## config.mk

```make
export PLATFORM = sky130hd
export DESIGN_NAME = muldiv_unit_flat
export DESIGN_NICKNAME = d
export VERILOG_FILES = /design/src/rtl/muldiv_unit_if.sv /design/src/rtl/muldiv_unit.sv /design/src/flat_wrapper.sv
export SDC_FILE = /design/constraint.sdc
export NUM_CORES = 1
export LEC_CHECK = 0
export CAP_MARGIN = 20
export CORE_MARGIN = 4
export CORE_UTILIZATION = 55
export CTS_CLUSTER_SIZE = 20
export DETAILED_ROUTE_END_ITERATION = 7
export PLACE_DENSITY = 0.8
export SYNTH_ARGS = -nofsm -noshare
export SYNTH_HDL_FRONTEND = slang
export SYNTH_SLANG_ARGS = --single-unit
```

## constraint.sdc

```tcl
create_clock -name clk -period 10.3 [get_ports clk]
set_clock_uncertainty 0.1 [all_clocks]
set_input_delay 2.06 -clock clk [delete_from_list [all_inputs] [get_ports clk]]
set_output_delay 2.06 -clock clk [all_outputs]
set_load 0.05 [all_outputs]
```

## src/rtl/muldiv_unit_if.sv

```systemverilog
// muldiv_unit_if -- operand, MT-write and HI/LO result bundle of the
// iterative multiply/divide unit. The issuing stage uses the master modport,
// the unit itself the slave modport.
interface muldiv_unit_if #(
  parameter int WIDTH = 32
);
  logic             start;
  logic [1:0]       op;
  logic [WIDTH-1:0] input1;
  logic [WIDTH-1:0] input2;
  logic             hi_we;
  logic             lo_we;
  logic [WIDTH-1:0] wdata;
  logic             busy;
  logic             done;
  logic             div_by_zero;
  logic [WIDTH-1:0] hi;
  logic [WIDTH-1:0] lo;

  modport master (
    output start, op, input1, input2, hi_we, lo_we, wdata,
    input  busy, done, div_by_zero, hi, lo
  );

  modport slave (
    input  start, op, input1, input2, hi_we, lo_we, wdata,
    output busy, done, div_by_zero, hi, lo
  );
endinterface

```

## src/rtl/muldiv_unit.sv

```systemverilog
// muldiv_unit -- iterative MULT/MULTU/DIV/DIVU unit owning the HI/LO registers.
// Sequence: IDLE -> LOAD -> CALC (one bit per cycle, 32 cycles) -> FIX -> IDLE.
// Optional feature macro MULDIV_DIV_EN: when defined the restoring divider is
// built; when undefined a DIV/DIVU goes IDLE -> FIX, leaves HI/LO untouched and
// reports div_by_zero=0.
module muldiv_unit #(
  parameter int WIDTH = 32
) (
  input  logic         clk,
  input  logic         reset,
  muldiv_unit_if.slave bus
);

  typedef enum logic [1:0] {
    S_IDLE = 2'd0,
    S_LOAD = 2'd1,
    S_CALC = 2'd2,
    S_FIX  = 2'd3
  } state_t;

  localparam logic [4:0] CNT_LAST = 5'(WIDTH - 1);

  // Two's-complement magnitude; 0x80..0 maps to itself and is then read as unsigned.
  function automatic logic [WIDTH-1:0] magnitude(input logic [WIDTH-1:0] x);
    logic [WIDTH-1:0] m;
    if (x[WIDTH-1]) begin
      m = ~x + {{(WIDTH-1){1'b0}}, 1'b1};
    end else begin
      m = x;
    end
    return m;
  endfunction

  state_t             state_r, state_next_s;
  logic               busy_r, done_r, dbz_r;
  logic               busy_next_s, done_next_s;
  logic               capture_s, load_s, calc_s, fix_s;
  logic [WIDTH-1:0]   hi_r, lo_r;
  logic [1:0]         op_r;
  logic [WIDTH-1:0]   in1_r, in2_r;      // operands as presented with start
  logic [WIDTH-1:0]   a_r;               // multiplicand or divisor magnitude
  logic [2*WIDTH-1:0] acc_r;             // {upper, lower} working accumulator
  logic [4:0]         cnt_r;
  logic               neg_r;             // product / quotient sign
  logic [WIDTH-1:0]   opa_s, opb_s;
  logic [WIDTH:0]     mul_sum_s;
  logic [2*WIDTH-1:0] mul_next_s;
  logic [2*WIDTH-1:0] prod_s;
`ifdef MULDIV_DIV_EN
  logic               rem_neg_r;         // remainder follows the dividend sign
  logic               dbz_pend_r;        // current divide has a zero divisor
  logic [WIDTH:0]     div_shift_s, div_diff_s;
  logic [2*WIDTH-1:0] div_next_s;
  logic [WIDTH-1:0]   div_hi_s, div_lo_s;
`endif

  assign bus.busy        = busy_r;
  assign bus.done        = done_r;
  assign bus.div_by_zero = dbz_r;
  assign bus.hi          = hi_r;
  assign bus.lo          = lo_r;

  // State register.
  always_ff @(posedge clk or posedge reset) begin
    if (reset) begin
      state_r <= S_IDLE;
    end else begin
      state_r <= state_next_s;
    end
  end

  // Next-state logic; start is only looked at while idle.
  always_comb begin
    state_next_s = state_r;
    case (state_r)
      S_IDLE: begin
        if (bus.start) begin
`ifdef MULDIV_DIV_EN
          state_next_s = S_LOAD;
`else
          if (bus.op[1]) begin
            state_next_s = S_FIX;
          end else begin
            state_next_s = S_LOAD;
          end
`endif
        end else begin
          state_next_s = S_IDLE;
        end
      end
      S_LOAD: state_next_s = S_CALC;
      S_CALC: begin
        if (cnt_r == CNT_LAST) begin
          state_next_s = S_FIX;
        end else begin
          state_next_s = S_CALC;
        end
      end
      S_FIX:   state_next_s = S_IDLE;
      default: state_next_s = S_IDLE;
    endcase
  end

  // Output and datapath-enable decode; busy/done are registered from here.
  always_comb begin
    busy_next_s = (state_next_s != S_IDLE);
    done_next_s = (state_r == S_FIX);
    capture_s   = (state_r == S_IDLE) && bus.start;
    load_s      = (state_r == S_LOAD);
    calc_s      = (state_r == S_CALC);
    fix_s       = (state_r == S_FIX);
  end

  // Operand selection, iteration steps and sign fix-up.
  always_comb begin
    opa_s      = op_r[0] ? in1_r : magnitude(in1_r);
    opb_s      = op_r[0] ? in2_r : magnitude(in2_r);
    mul_sum_s  = {1'b0, acc_r[2*WIDTH-1:WIDTH]} +
                 (acc_r[0] ? {1'b0, a_r} : {(WIDTH+1){1'b0}});
    mul_next_s = {mul_sum_s, acc_r[WIDTH-1:1]};
    prod_s     = neg_r ? (~acc_r + {{(2*WIDTH-1){1'b0}}, 1'b1}) : acc_r;
`ifdef MULDIV_DIV_EN
    div_shift_s = {acc_r[2*WIDTH-1:WIDTH], acc_r[WIDTH-1]};
    div_diff_s  = div_shift_s - {1'b0, a_r};
    if (!div_diff_s[WIDTH]) begin
      div_next_s = {div_diff_s[WIDTH-1:0], acc_r[WIDTH-2:0], 1'b1};
    end else begin
      div_next_s = {div_shift_s[WIDTH-1:0], acc_r[WIDTH-2:0], 1'b0};
    end
    if (dbz_pend_r) begin
      div_lo_s = {WIDTH{1'b1}};
      div_hi_s = in1_r;
    end else begin
      div_lo_s = neg_r ? (~acc_r[WIDTH-1:0] + {{(WIDTH-1){1'b0}}, 1'b1})
                       : acc_r[WIDTH-1:0];
      div_hi_s = rem_neg_r ? (~acc_r[2*WIDTH-1:WIDTH] + {{(WIDTH-1){1'b0}}, 1'b1})
                           : acc_r[2*WIDTH-1:WIDTH];
    end
`endif
  end

  // Operand capture at start, LOAD set-up, then one bit per CALC cycle.
  always_ff @(posedge clk or posedge reset) begin
    if (reset) begin
      op_r       <= 2'b00;
      in1_r      <= {WIDTH{1'b0}};
      in2_r      <= {WIDTH{1'b0}};
      a_r        <= {WIDTH{1'b0}};
      acc_r      <= {(2*WIDTH){1'b0}};
      cnt_r      <= 5'd0;
      neg_r      <= 1'b0;
`ifdef MULDIV_DIV_EN
      rem_neg_r  <= 1'b0;
      dbz_pend_r <= 1'b0;
`endif
    end else begin
      if (capture_s) begin
        op_r  <= bus.op;
        in1_r <= bus.input1;
        in2_r <= bus.input2;
      end
      if (load_s) begin
        cnt_r <= 5'd0;
        neg_r <= ~op_r[0] & (in1_r[WIDTH-1] ^ in2_r[WIDTH-1]);
        if (op_r[1]) begin
          a_r   <= opb_s;
          acc_r <= {{WIDTH{1'b0}}, opa_s};
        end else begin
          a_r   <= opa_s;
          acc_r <= {{WIDTH{1'b0}}, opb_s};
        end
`ifdef MULDIV_DIV_EN
        rem_neg_r  <= ~op_r[0] & in1_r[WIDTH-1];
        dbz_pend_r <= op_r[1] & (in2_r == {WIDTH{1'b0}});
`endif
      end else if (calc_s) begin
        cnt_r <= cnt_r + 5'd1;
`ifdef MULDIV_DIV_EN
        if (op_r[1]) begin
          acc_r <= div_next_s;
        end else begin
          acc_r <= mul_next_s;
        end
`else
        acc_r <= mul_next_s;
`endif
      end
    end
  end

  // Architectural HI/LO: FIX result, otherwise MTHI/MTLO while idle.
  always_ff @(posedge clk or posedge reset) begin
    if (reset) begin
      hi_r <= {WIDTH{1'b0}};
      lo_r <= {WIDTH{1'b0}};
    end else if (fix_s) begin
      if (!op_r[1]) begin
        hi_r <= prod_s[2*WIDTH-1:WIDTH];
        lo_r <= prod_s[WIDTH-1:0];
      end else begin
`ifdef MULDIV_DIV_EN
        hi_r <= div_hi_s;
        lo_r <= div_lo_s;
`else
        hi_r <= hi_r;
        lo_r <= lo_r;
`endif
      end
    end else if (!busy_r) begin
      if (bus.hi_we) begin
        hi_r <= bus.wdata;
      end
      if (bus.lo_we) begin
        lo_r <= bus.wdata;
      end
    end
  end

  // Status flags: busy, single-cycle done, div_by_zero refreshed on each done.
  always_ff @(posedge clk or posedge reset) begin
    if (reset) begin
      busy_r <= 1'b0;
      done_r <= 1'b0;
      dbz_r  <= 1'b0;
    end else begin
      busy_r <= busy_next_s;
      done_r <= done_next_s;
      if (fix_s) begin
`ifdef MULDIV_DIV_EN
        dbz_r <= dbz_pend_r;
`else
        dbz_r <= 1'b0;
`endif
      end
    end
  end

endmodule

```

## src/flat_wrapper.sv

```systemverilog
// flat-port wrapper written by rule: the top's interface ports become plain ports
module muldiv_unit_flat 
#(
  parameter int WIDTH = 32
)
  (clk, reset, bus_start, bus_op, bus_input1, bus_input2, bus_hi_we, bus_lo_we, bus_wdata, bus_busy, bus_done, bus_div_by_zero, bus_hi, bus_lo);
  muldiv_unit_if #(.WIDTH(WIDTH)) bus_i ();
  input  logic clk;
  input  logic reset;
  input wire logic [$bits(bus_i.start)-1:0] bus_start;
  input wire logic [$bits(bus_i.op)-1:0] bus_op;
  input wire logic [$bits(bus_i.input1)-1:0] bus_input1;
  input wire logic [$bits(bus_i.input2)-1:0] bus_input2;
  input wire logic [$bits(bus_i.hi_we)-1:0] bus_hi_we;
  input wire logic [$bits(bus_i.lo_we)-1:0] bus_lo_we;
  input wire logic [$bits(bus_i.wdata)-1:0] bus_wdata;
  output wire logic [$bits(bus_i.busy)-1:0] bus_busy;
  output wire logic [$bits(bus_i.done)-1:0] bus_done;
  output wire logic [$bits(bus_i.div_by_zero)-1:0] bus_div_by_zero;
  output wire logic [$bits(bus_i.hi)-1:0] bus_hi;
  output wire logic [$bits(bus_i.lo)-1:0] bus_lo;
  assign bus_i.start = bus_start;
  assign bus_i.op = bus_op;
  assign bus_i.input1 = bus_input1;
  assign bus_i.input2 = bus_input2;
  assign bus_i.hi_we = bus_hi_we;
  assign bus_i.lo_we = bus_lo_we;
  assign bus_i.wdata = bus_wdata;
  assign bus_busy = bus_i.busy;
  assign bus_done = bus_i.done;
  assign bus_div_by_zero = bus_i.div_by_zero;
  assign bus_hi = bus_i.hi;
  assign bus_lo = bus_i.lo;
  muldiv_unit #(.WIDTH(WIDTH)) u_core (.clk(clk), .reset(reset), .bus(bus_i));
endmodule
```

==> results of run 1 <==
## final cells by class
| type | instances | share of cell area |
|---|---|---|
| clock inverter | 14 | 0.00966 |
| multi-input combinational | 1209 | 0.474 |
| timing repair buffer | 184 | 0.102 |
| sequential | 236 | 0.335 |
| inverter | 60 | 0.0132 |
| clock buffer | 34 | 0.0415 |
| tap | 335 | 0.0238 |
## path summary, 6_finish.rpt
path,from,to,slack (ns)
min in group asynchronous,reset,u_core.bus.lo[8]$_DFFE_PP0P_,1.92
setup / recovery,u_core.acc_r[0]$_DFFE_PP0P_,u_core.acc_r[54]$_DFFE_PP0P_,6.26
setup reg to reg,u_core.acc_r[0]$_DFFE_PP0P_,u_core.acc_r[54]$_DFFE_PP0P_,6.26
hold reg to reg,u_core.bus.lo[16]$_DFFE_PP0P_,u_core.bus.lo[16]$_DFFE_PP0P_,0.38
hold / removal,u_core.bus.lo[16]$_DFFE_PP0P_,u_core.bus.lo[16]$_DFFE_PP0P_,0.38
max in group asynchronous,reset,u_core.op_r[1]$_DFFE_PP0P_,6.71
## placed cells by master (no fill, tap or decap), drive strengths merged, types with 6 or more instances in the layout
| master | Yosys | final |
|---|---|---|
| a21o | 30 | 30 |
| mux2 | 79 | 79 |
| or3 | 19 | 19 |
| a221oi | 10 | 10 |
| or4 | 15 | 15 |
| nand2b | 16 | 16 |
| ha | 42 | 42 |
| nand2 | 146 | 146 |
| clkinv | 2 | 9 |
| and2 | 26 | 26 |
| nor2b | 14 | 14 |
| nand4 | 8 | 8 |
| a31oi | 18 | 18 |
| o21ai | 122 | 122 |
| nor2 | 103 | 103 |
| o41ai | 15 | 15 |
| dfrtp | 236 | 236 |
| a21oi | 94 | 94 |
| mux2i | 22 | 22 |
| inv | 58 | 58 |
| a221o | 14 | 14 |
| nor4 | 17 | 17 |
| o31ai | 37 | 37 |
| o211ai | 18 | 18 |
| clkdlybuf4s50 | 0 | 168 |
| xor2 | 66 | 66 |
| o21a | 13 | 13 |
| o221ai | 20 | 20 |
| buf | 11 | 16 |
| a211oi | 32 | 32 |
| xnor2 | 68 | 68 |
| or2 | 6 | 6 |
| clkbuf | 90 | 34 |
| o22ai | 15 | 15 |
| nor3b | 16 | 16 |
| nor3 | 27 | 27 |
| nand3 | 19 | 19 |
## flip-flops by register name, summed over array words and instances, names as in the netlist, 2 cells and up
register        count
u_core.cnt_r        5
u_core.in2_r       32
u_core.a_r         32
u_core.bus.lo      32
u_core.op_r         2
u_core.acc_r       64
u_core.in1_r       32
u_core.state_r      2
u_core.bus.hi      32
## metal layers
metal  part of all wire  wire [µm]
met5                  0          0
met2               0.44      19400
met1               0.44      19800
met3              0.085       3810
met4              0.034       1530
## worst max-delay path, stage by stage, from the launching register on
cell	delay (ns)
dfrtp_1	0.86
clkinv_1	0.58
nor2_1	0.23
ha_1	0.35
a21o_1	0.25
a21oi_1	0.22
o211ai_1	0.12
a221oi_1	0.38
and2_1	0.32
o21ai_0	0.17
a221o_1	0.32
## kinds of logic (layout without fill, tap and decap cells)
group,Yosys count,count (layout),share of synthesized area
AOI/OAI and AO/OA,486,486,0.221
xor gates and xnor gates,134,134,0.0790
adders and majority gates,43,43,0.0367
buffers and inverters,161,292,0.0410
DFF,236,236,0.398
muxes,101,101,0.0747
other,1,1,0.000253
and+or+nand+nor,444,444,0.149
## metrics by stage
step / area, µm² / power (mW) / utilization
5_1_grt: 17600 / 7.00 / 0.671
6_report: 17600 / 6.59 / 0.671
3_3_place_gp: 16700 / 5.44 / 0.636
3_5_place_dp: 16700 / 5.55 / 0.636
4_1_cts: 17600 / 6.54 / 0.670
2_1_floorplan: 14900 / 4.42 / -
## where the power goes
group	internal, mW	total [mW]	switching, mW
clock	0.577	0.977	0.400
sequential	1.39	1.93	0.546
combinational	1.41	3.68	2.27
==> flow_metrics.env, run 1 <==
export IMPL_status="completed"
export IMPL_cts_buffers=26
export IMPL_htreeDepth=1
export IMPL_cts_setup_buffers=0
export IMPL_final_cells=2072
export IMPL_synth_top_area_share=0.398
export IMPL_slew_violations=0
export IMPL_drt_first_pass_iters=6
export IMPL_cts_resized=0
export IMPL_hold_path_class="register to register"
export IMPL_grt_pass1_wl_um=69800
export IMPL_syn_inst=1606
export IMPL_drtIter0Drc=1346
export IMPL_antenna_found_initial=0
export IMPL_hold_slack_ns=0.380
export IMPL_die_w_um=172
export IMPL_drc=0
export IMPL_cap_viol_max_count=0
export IMPL_globalplace_congestion=0.975
export IMPL_port_buffers=168
export IMPL_worst_pin_slew_ns=1.11
export IMPL_num_rows=59
export IMPL_max_freq_ghz=0.247
export IMPL_crit_type="register to register"
export IMPL_synth_edff_count=0
export IMPL_synthTopCellsByArea="dfrtp_1 (40%), mux2_2 (6.0%), xnor2_1 (4.0%)"
export IMPL_critical_path_arrival_ns=4.36
export IMPL_setup_ws_ns=6.26
export IMPL_clock_latency_ns=0.56
export IMPL_io_pins=170
export IMPL_syn_nets=1752
export IMPL_fill_cells=2099
export IMPL_die_area_um2=29700
export IMPL_synth_distinct_cells=77
export IMPL_dpl_cell_count=2023
export IMPL_finalHoldViolations=0
export IMPL_use_met1=0.431
export IMPL_synth_ff_type="dfrtp_1"
export IMPL_track_usage=0.296
export IMPL_grt_pass1_vias=12700
export IMPL_cts_hold_buf=0
export IMPL_core_um2=26300
export IMPL_multi_input_area_um2=8360
export IMPL_start_util=0.565
export IMPL_ys_ff_latch=236
export IMPL_synth_area_um2=14900
export IMPL_wire_per_inst_um=21.5
export IMPL_clockBufferDepth=3
export IMPL_hpwl_um=33200
export IMPL_drive_gt1_frac=0.102
export IMPL_clk_pin_slew_worst_paths_ns=0.07
export IMPL_yosysWarnings=0
export IMPL_postRouteAntennaNets=0
export IMPL_gr_total_overflow=0
export IMPL_rsz0062_at_grt="no"
export IMPL_syn2layout_area_growth_pct=18.7
export IMPL_p_leak_nw=7.19
export IMPL_post_place_ws_ns=6.09
export IMPL_synth_most_common_cell="dfrtp_1"
export IMPL_fin_crit_ns=4.04
export IMPL_powerDensity_nw_per_um2=374
export IMPL_vias=13100
export IMPL_finalSetupViolCount=0
export IMPL_cp_max_fo=29
export IMPL_cts_tree="done"
export IMPL_use_met3=0.0405
export IMPL_syn_area_per_cell_um2=9.25
export IMPL_worstRegToRegCells=10
export IMPL_via_per_inst=6.34
export IMPL_nets=1863
export IMPL_clock_root_buffer="clkbuf_16"
export IMPL_synth_top_area_cell="dfrtp_1"
export IMPL_final_seq_area_um2=5910
export IMPL_yosysSeqAreaShare=0.398
export IMPL_wirelength_um=44500
export IMPL_max_vdd_ir_drop_v=0.000293
export IMPL_critPathLaunchType="register"
export IMPL_critPathCaptureType="register"
export IMPL_slew_headroom=0.259
export IMPL_required_ns=10.62
export IMPL_cts_sinks=236
export IMPL_final_setup_tns_ns=0
export IMPL_n_antenna_cell=0
export IMPL_min_path_cells=1
export IMPL_synthArstFlopShare=1.00
export IMPL_fp_dieH_um=172
export IMPL_synthTopCellsByCount="dfrtp_1 (236), nand2_1 (145), o21ai_0 (116)"
export IMPL_gr_usage_met2=0.461
export IMPL_fin_crit_sh=0.392
export IMPL_grt_max_degree=111
export IMPL_gr_max_usage_layer="met2"
Note: power is estimated with default switching activity, not from simulation.
==> inputs of run 2 (changes only) <==
--- a/config.mk
+++ b/config.mk
@@ -7,7 +7,7 @@
 export LEC_CHECK = 0
 export CAP_MARGIN = 20
 export CORE_MARGIN = 4
-export CORE_UTILIZATION = 55
+export CORE_UTILIZATION = 52
 export CTS_CLUSTER_SIZE = 20
 export DETAILED_ROUTE_END_ITERATION = 7
 export PLACE_DENSITY = 0.8
==> constraint.sdc (replaced) <==
create_clock -name clk -period 3.6 [get_ports clk]
set_clock_uncertainty 0.1 [all_clocks]
set_input_delay 0.72 -clock clk [delete_from_list [all_inputs] [get_ports clk]]
set_output_delay 0.72 -clock clk [all_outputs]
set_load 0.05 [all_outputs]
==> run 2 against run 1 <==
- sequential power increased to 2.9 times the previous value
- maximum frequency increased by 21%
- cell count increased by 2.7%
- worst setup slack got worse by 6.0 ns
- non-clock buffer count increased by 14
- count of clock-buffer cells in the layout increased by 1
- total power increased to 2.9 times the previous value
- final area increased by 1.3%
- sequential cell count unchanged
- clock power increased to 2.9 times the previous value
- die area increased by 5.5%
==> flow_metrics.env, run 2 (same netlist as run 1, synthesis figures left out) <==
export IMPL_status="completed"
export IMPL_max_freq_ghz=0.299
export IMPL_drt_first_pass_iters=6
export IMPL_final_util=0.637
export IMPL_cap_viol_max_count=0
export IMPL_drive_gt1_frac=0.109
export IMPL_crit_buf_inv=1
export IMPL_worst_path_stages=10
export IMPL_crit_type="register to register"
export IMPL_cts_resized=0
export IMPL_finalHoldViolations=0
export IMPL_drc=0
export IMPL_n_antenna_cell=0
export IMPL_gr_total_overflow=0
export IMPL_path_delay_family="compound AO/OA/AOI/OAI gates"
export IMPL_hpwl_um=33700
export IMPL_max_vdd_ir_drop_v=0.000486
export IMPL_cp_max_fo=10
export IMPL_clk_pin_slew_worst_paths_ns=0.06
export IMPL_crit_end="u_core.acc_r[54]$_DFFE_PP0P_"
export IMPL_finalSetupViolCount=0
export IMPL_largest_register="u_core.acc_r"
export IMPL_grt_pass1_vias=12600
export IMPL_cts_tree="done"
export IMPL_critPathCaptureType="register"
export IMPL_slew_headroom=0.359
export IMPL_layout_common_cells="dfrtp_1 (234), clkdlybuf4s50_1 (168), nand2_1 (144), o21ai_0 (116), nor2_1 (103)"
export IMPL_die_w_um=177
export IMPL_crit_start="u_core.acc_r[0]$_DFFE_PP0P_"
export IMPL_nets=1878
export IMPL_p_leak_nw=7.28
export IMPL_rsz0062_at_grt="no"
export IMPL_fp_dieH_um=177
export IMPL_crit_chain="clkinv_1, nor2_1, ha_1, a21o_1, a21oi_1, o211ai_1, a221oi_1, and2_1, o21ai_0, a221o_1"
export IMPL_syn2layout_area_growth_pct=20.2
export IMPL_min_from="u_core.bus.lo[15]$_DFFE_PP0P_"
export IMPL_critPathLaunchType="register"
export IMPL_port_buffers=168
export IMPL_drtIter0Drc=1246
export IMPL_cts_setup_buffers=0
export IMPL_critical_path_arrival_ns=3.67
export IMPL_cts_hold_buf=0
export IMPL_regToRegSetupSlack_ns=0.26
export IMPL_final_cells=2128
export IMPL_die_area_um2=31300
export IMPL_clock_root_buffer="clkbuf_16"
export IMPL_crit_path_max_incr_delay_ns=0.55
export IMPL_powerDensity_nw_per_um2=1060
export IMPL_vias=13000
export IMPL_dpl_cell_count=2081
export IMPL_hold_path_class="register to register"
export IMPL_cts_buffers=27
export IMPL_num_rows=61
export IMPL_slew_violations=0
export IMPL_critPathSlowestCell="dfrtp_1"
export IMPL_wire_per_inst_um=20.7
export IMPL_worstRegToRegCells=10
export IMPL_clockBufferDepth=3
export IMPL_fin_crit_sh=0.928
export IMPL_postRouteAntennaNets=0
export IMPL_required_ns=3.93
export IMPL_track_usage=0.278
export IMPL_fin_crit_ns=3.34
export IMPL_grt_pass1_wl_um=69600
export IMPL_worst_pin_slew_ns=0.961
export IMPL_wirelength_um=44100
export IMPL_reg2reg_from="u_core.acc_r[0]$_DFFE_PP0P_"
export IMPL_globalplace_congestion=0.946
export IMPL_reg2reg_to="u_core.acc_r[54]$_DFFE_PP0P_"
export IMPL_grt_max_degree=97
export IMPL_start_util=0.530
export IMPL_via_per_inst=6.12
export IMPL_io_pins=170
export IMPL_clock_latency_ns=0.54
export IMPL_htreeDepth=1
export IMPL_core_um2=28000
export IMPL_final_common_cell="dfrtp_1"
export IMPL_largest_register_ffs=64
export IMPL_cts_sinks=236
export IMPL_antenna_found_initial=0
-- run 2: changes by cell type in the layout (fill, tap and decap cells not counted) --
cell,before,now
inv_8,1,0
clkinvlp_4,4,5
clkinv_4,1,0
buf_4,16,25
clkbuf_16,26,27
buf_12,0,5
clkinv_8,1,0
inv_6,0,1
clkinv_2,5,4
-- run 2: worst min-delay path by stage --
stage / slack (ns) / cells after the start / end
after floorplan: 0.35 / 2 / u_core.a_r[2]$_DFFE_PP0P_
after global placement: 0.36 / 1 / u_core.a_r[27]$_DFFE_PP0P_
after detailed placement: 0.37 / 1 / u_core.bus.lo[15]$_DFFE_PP0P_
after CTS: 0.38 / 1 / u_core.bus.lo[15]$_DFFE_PP0P_
after global routing: 0.40 / 1 / u_core.bus.lo[10]$_DFFE_PP0P_
final: 0.38 / 1 / u_core.bus.lo[15]$_DFFE_PP0P_
-- run 2: report_power, final --
part / internal (mW) / switching, mW
Combinational: 4.12 / 6.40
Sequential: 3.97 / 1.57
Clock: 1.69 / 1.12
-- run 2: layer usage --
layer / vias to the layer above / global-route usage / share of wire
met5: - / 0 / 0
met4: 0 / 0.0603 / 0.018
met3: 62 / 0.0442 / 0.083
met2: 575 / 0.436 / 0.44
met1: 6245 / 0.409 / 0.46
li1: 6134 / - / -
-- run 2: area by class of cell --
type,instances,area (µm²)
fillers,2330,10200
repair buffers,198,1970
multi-input cells,1209,8360
clock buffers,35,756
clock inverters,12,149
inverters,60,229
flip-flops and latches,236,5910
well taps,378,473
-- run 2: worst reg2reg max path: stages (launching register included) --
cell and delay, ns:
dfrtp_1 0.55, clkinv_1 0.29, nor2_1 0.16, ha_1 0.34
a21o_1 0.24, a21oi_1 0.20, o211ai_1 0.12, a221oi_1 0.41
and2_1 0.35, o21ai_0 0.17, a221o_1 0.31
-- run 2: through the flow --
stage	area (µm²)	total power [mW]	worst slack, ns	TNS (ns)	hold slack (ns)
floorplan	14900	12.7	-0.312	-73.60	0.345
global placement	16900	15.7	0.353	0	0.359
detailed placement	16900	15.9	0.322	0	0.371
CTS	17800	18.8	0.310	0	0.384
global route	17800	20.1	0.0787	0	0.400
finish	17800	18.9	0.258	0	0.381
